## config.mk

```make
export PLATFORM = sky130hd
export DESIGN_NAME = rst_sequencer
export DESIGN_NICKNAME = d
export VERILOG_FILES = /design/src/rtl/rst_sequencer.sv
export SDC_FILE = /design/constraint.sdc
export NUM_CORES = 1
export LEC_CHECK = 0
export CORE_ASPECT_RATIO = 0.75
export CORE_MARGIN = 3
export CORE_UTILIZATION = 49
export CTS_CLUSTER_DIAMETER = 30
export CTS_CLUSTER_SIZE = 28
export DETAILED_ROUTE_END_ITERATION = 8
export HOLD_SLACK_MARGIN = 0.15
export PLACE_DENSITY = 0.73
export RECOVER_POWER = 25
export SKIP_CTS_REPAIR_TIMING = 1
export SLEW_MARGIN = 20
export SYNTH_ARGS = -nofsm -noshare
export SYNTH_HDL_FRONTEND = slang
export SYNTH_SLANG_ARGS = --single-unit
```

## constraint.sdc

```tcl
create_clock -name clk -period 2 [get_ports clk]
set_clock_uncertainty 0.2 [all_clocks]
set_input_delay 0.4 -clock clk [delete_from_list [all_inputs] [get_ports clk]]
set_output_delay 0.4 -clock clk [all_outputs]
set_load 0.05 [all_outputs]
```

## src/rtl/rst_sequencer.sv

```systemverilog
// Staged reset/bring-up sequencer: synchronised release, hold, staggered per-channel release.
// Optional watchdog re-sequence enabled by defining RST_SEQ_WATCHDOG_EN.
module rst_sequencer #(
  parameter int unsigned NUM_CH      = 3,
  parameter int unsigned SYNC_STAGES = 2,
  parameter int unsigned HOLD_CYCLES = 4,
  parameter int unsigned STAGGER     = 2,
  parameter int unsigned WDT_LIMIT   = 1024
) (
  input  logic              clk,
  input  logic              rst,
  input  logic              sw_rst,
  input  logic              heartbeat,
  output logic [NUM_CH-1:0] ch_rst,
  output logic              rdy,
  output logic              seq_busy,
  output logic              wdt_fired
);

  localparam int unsigned HW = $clog2(HOLD_CYCLES + 1);
  localparam int unsigned SW = $clog2(STAGGER + 1);
  localparam int unsigned IW = $clog2(NUM_CH + 1);

  typedef enum logic [1:0] {StAssert, StHold, StRelease, StRun} state_e;

  state_e                 state_q;
  logic [SYNC_STAGES-1:0] sync_q;
  logic [SYNC_STAGES-1:0] sync_d;
  logic [HW-1:0]          hold_cnt_q;
  logic [SW-1:0]          stg_cnt_q;
  logic [IW-1:0]          idx_q;
  logic                   wdt_timeout;
  logic                   resequence;

  // Leave ASSERT on the same edge the synchroniser output rises.
  assign sync_d     = {sync_q[SYNC_STAGES-2:0], 1'b1};
  assign resequence = (state_q != StAssert) && (sw_rst || wdt_timeout);

`ifdef RST_SEQ_WATCHDOG_EN
  localparam int unsigned WW = $clog2(WDT_LIMIT);

  logic [WW-1:0] wdt_cnt_q;

  assign wdt_timeout = (state_q == StRun) && !heartbeat && (wdt_cnt_q == WW'(WDT_LIMIT - 1));

  always_ff @(posedge clk or negedge rst) begin
    if (!rst) begin
      wdt_cnt_q <= '0;
      wdt_fired <= 1'b0;
    end else begin
      if (state_q == StRun && !heartbeat && !wdt_timeout && !sw_rst) begin
        wdt_cnt_q <= wdt_cnt_q + WW'(1);
      end else begin
        wdt_cnt_q <= '0;
      end
      if (wdt_timeout) begin
        wdt_fired <= 1'b1;
      end
    end
  end
`else
  logic unused_heartbeat;

  assign unused_heartbeat = heartbeat;
  assign wdt_timeout      = 1'b0;
  assign wdt_fired        = 1'b0;
`endif

  always_ff @(posedge clk or negedge rst) begin
    if (!rst) begin
      state_q    <= StAssert;
      sync_q     <= '0;
      hold_cnt_q <= '0;
      stg_cnt_q  <= '0;
      idx_q      <= '0;
      ch_rst     <= '1;
      rdy        <= 1'b0;
      seq_busy   <= 1'b1;
    end else begin
      sync_q <= sync_d;
      if (resequence) begin
        state_q    <= StHold;
        hold_cnt_q <= '0;
        stg_cnt_q  <= '0;
        idx_q      <= '0;
        ch_rst     <= '1;
        rdy        <= 1'b0;
        seq_busy   <= 1'b1;
      end else begin
        unique case (state_q)
          StAssert: begin
            if (sync_d[SYNC_STAGES-1]) begin
              state_q    <= StHold;
              hold_cnt_q <= '0;
            end
          end
          StHold: begin
            if (hold_cnt_q == HW'(HOLD_CYCLES - 1)) begin
              ch_rst[0] <= 1'b0;
              if (NUM_CH == 1) begin
                state_q  <= StRun;
                rdy      <= 1'b1;
                seq_busy <= 1'b0;
              end else begin
                state_q   <= StRelease;
                idx_q     <= IW'(1);
                stg_cnt_q <= '0;
              end
            end else begin
              hold_cnt_q <= hold_cnt_q + HW'(1);
            end
          end
          StRelease: begin
            if (stg_cnt_q == SW'(STAGGER - 1)) begin
              ch_rst[idx_q] <= 1'b0;
              stg_cnt_q     <= '0;
              if (idx_q == IW'(NUM_CH - 1)) begin
                state_q  <= StRun;
                rdy      <= 1'b1;
                seq_busy <= 1'b0;
              end else begin
                idx_q <= idx_q + IW'(1);
              end
            end else begin
              stg_cnt_q <= stg_cnt_q + SW'(1);
            end
          end
          StRun: ;
          default: state_q <= StAssert;
        endcase
      end
    end
  end

endmodule

```

==> flow_metrics.py <==
metrics = {
    "grt": {
        "grt_max_degree": 16,
        "grt_pass1_wl_um": 3422,
        "antenna_found_initial": 0,
        "first_global_vias": 751,
        "grt_usage_pct": 18.40,
        "overflow": 0,
    },
    "critical_path": {
        "timing.rr.end": "stg_cnt_q[0]",
        "cp.required_ns": 1.99,
        "ff2ff_setup_slack_ns": 0.10,
        "crit_type": "reg -> reg",
        "slowest_delay_ns": 0.39,
        "critPathLaunchType": "register",
        "cp_cell_sequence": "inv_1, ha_2, nor2b_1, o21ai_2, o311ai_4, mux2_4",
        "critPathMaxFanout": 7,
        "crit-reg2reg-launch": "state_q[1]",
        "crit_arrival_ns": 1.89,
        "crit_slowest_cell": "dfrtp_1",
        "rr_worst_depth": 6,
        "cp-end-kind": "register",
    },
    "sta": {
        "fin_tns_setup_ns": 0,
        "slew_violations": 0,
        "finalCritPeriodShare_pct": 94.92,
        "slew_headroom_pct": 43.73,
        "timing.final.hold_violations": 0,
        "fmax_ghz": 0.5268,
        "rsz0062_at_grt": "no",
        "setup_viol": 0,
        "tightest_slew_ns": 0.8440,
        "layout_min_cycle_time_ns": 1.898,
    },
    "floorplan": {
        "die_area_um2": 2455,
        "core_area_um2": 1622,
        "die_h_um": 43.67,
        "io_pins": 10,
        "placementRows": 12,
        "die_width_um": 56.23,
        "start_util_pct": 57.18,
    },
    "clock_tree": {
        "cts.sinks": 15,
        "insertion_delay_ns": 0.29,
        "cts_htree_levels": 1,
        "clk_path_buf_depth": 2,
        "clockRootBuffer": "clkbuf_4",
        "tritoncts": "built",
        "clkTransAtPathRegs_ns": 0.09,
        "cts-buffers-inserted": 3,
    },
    "power_and_ir_drop": {
        "p_per_area_nw_per_um2": 1185,
        "max-vdd-ir-drop_v": 0.0007041,
        "p_total_mw": 1.362,
        "leakagePower_nw": 0.5737,
    },
    "logic_synthesis": {
        "ys_warn_count": 0,
        "synth_cells": 97,
        "ys_seq_area_share_pct": 41.03,
        "synthTopCellsByArea": "dfrtp_1, dfstp_2, ha_1, o21ai_0, inv_1",
        "synth_top_cell_area_share_pct": 29.69,
        "synth_top_cell_by_area": "dfrtp_1",
        "syn_nets": 109,
        "ys_ff_latch": 15,
        "syn-mean-instance-area_um2": 9.558,
        "syn_area_um2": 927.1,
        "netlist-cell-type-count": 32,
    },
    "detailed_routing": {
        "drt_wl_total_um": 1909,
        "drt-met1-wl_um": 890,
        "drcViolationCount": 0,
        "firstDrtPassIters": 4,
        "detail_route.wl_per_cell_um": 13.93,
        "met3_wirelength_um": 83,
        "wl_met2_um": 912,
        "dr_total_vias": 740,
        "highest_layer": "met4",
        "via_per_inst": 5.401,
        "ant_nets": 0,
        "drt_first_iter_violations": 16,
    },
    "layout": {
        "final_area_um2": 1150,
        "areaGrowthSynthToFinish_pct": 24.02,
        "antenna_cells": 0,
        "drive_above_1_share_pct": 26.72,
        "fillCellCount": 128,
        "seqCellArea_um2": 380.4,
        "multiInputGateArea_um2": 499.2,
        "num-nets-final": 129,
    },
    "outcome": {
        "status": "completed",
    },
    "hold_path": {
        "hold_start": "hold_cnt_q[2]",
        "min_to": "hold_cnt_q[2]",
        "whs_path_depth": 2,
        "holdCritPathClass": "reg -> reg",
    },
    "placement": {
        "placed_cell_area_um2": 1121,
        "place_congestion": 0.8245,
        "io_buffers": 7,
        "hpwl_um": 1514,
    },
    "flow_run": {
        "cap_violations": 0,
    },
}
## where the power goes
| group | internal [mW] | total (mW) | switching [mW] | leakage, nW |
|---|---|---|---|---|
| registers | 0.392 | 0.453 | 0.0607 | 0.184 |
| logic | 0.333 | 0.732 | 0.399 | 0.372 |
| clock network | 0.0745 | 0.178 | 0.103 | 0.0177 |
| total | 0.799 | 1.36 | 0.563 | 0.574 |
## state kept, by name, indices dropped and copies added (netlist names)
signal / cells
ch_rst: 3
hold_cnt_q: 3
idx_q: 2
rdy: 1
seq_busy: 1
state_q: 2
stg_cnt_q: 2
sync_q: 1
## worst max-delay path by stage
| stage | cells past startpoint | slack [ns] | endpoint | startpoint |
|---|---|---|---|---|
| after detailed placement | 6 | -0.04 | state_q[0] | sw_rst |
| after global placement | 6 | -0.01 | state_q[0] | sw_rst |
| final | 6 | 0.10 | stg_cnt_q[0] | state_q[1] |
| after CTS | 6 | 0.007 | stg_cnt_q[0] | state_q[1] |
| after global routing | 7 | 0.01 | stg_cnt_q[1] | state_q[1] |
| after floorplan | 7 | 0.12 | state_q[1] | state_q[0] |
## cells in the final DEF, fill, tap and decap left out, drive strengths merged, types with 2 or more instances in the layout
cell type  instances
clkbuf             4
o21a               2
nand2b             2
ha                 8
conb               2
dfstp              4
nor2b              3
inv               12
o221ai             2
buf               13
nand2              9
a22o               2
a21oi              2
dfrtp             11
nor2               7
nand3              5
o21ai             13
mux2               2
## critical path: cells and delay by family, from the launching register on
family / cells / cell delay (ns)
adders and majority gates: 1 / 0.31
buffers and inverters: 1 / 0.15
and+or+nand+nor: 1 / 0.09
muxes: 1 / 0.33
DFF: 1 / 0.39
AOI/OAI and AO/OA: 2 / 0.33
## Yosys cell counts
cell,count
mux2_4,1
o2bb2ai_1,1
nand4_1,1
o311ai_4,1
mux2i_1,1
nand4b_1,1
inv_1,12
buf_4,1
nand2_1,9
or2b_4,1
dfstp_2,4
and2b_1,1
a21oi_1,2
nand2b_1,2
mux2_2,1
nor2_1,7
o221ai_1,2
nor2b_1,2
a22o_1,2
and2_1,1
ha_1,8
o21ai_0,10
dfrtp_1,11
o21a_1,2
nand3_1,3
o31ai_1,1
nand3_2,2
conb_1,2
o21ai_1,2
o21ai_2,1
nor2b_4,1
nor3_1,1
## area by class of cell
| type | count | share of cell area (%) |
|---|---|---|
| Tap cell | 21 | 2.285 |
| Multi-Input combinational cell | 69 | 43.42 |
| Sequential cell | 15 | 33.08 |
| Timing Repair Buffer | 16 | 14.91 |
| Clock buffer | 3 | 1.959 |
| Clock inverter | 1 | 0.4353 |
| Inverter | 12 | 3.917 |
## per-layer routing
metal  global-route usage, %  vias to the layer above
met4                   8.057                        0
li1                        -                      369
met1                   23.44                      350
met2                   29.14                       17
met3                   5.655                        4
met5                       0                        -
## cells by family after synthesis
kind of cell / count (synthesis) / synth area share (%)
AOI/OAI and AO/OA: 24 / 18.49
DFF: 15 / 41.03
and+or+nand+nor: 32 / 19.30
adders and majority gates: 8 / 10.80
other: 2 / 0.8100
muxes: 3 / 3.913
buffers and inverters: 13 / 5.668
## metrics by stage
stage               utilization (%)  hold slack, ns  setup WS (ns)  cells
floorplan                         -        -0.09559         0.1173     97
global placement              69.14          0.2624       -0.01311    133
detailed placement            69.14          0.2737       -0.03564    133
CTS                           70.83          0.2138       0.007087    137
global route                  70.91          0.3295        0.01069    137
finish                        70.91          0.2894         0.1017    137
Note: power is estimated with default switching activity, not from simulation.
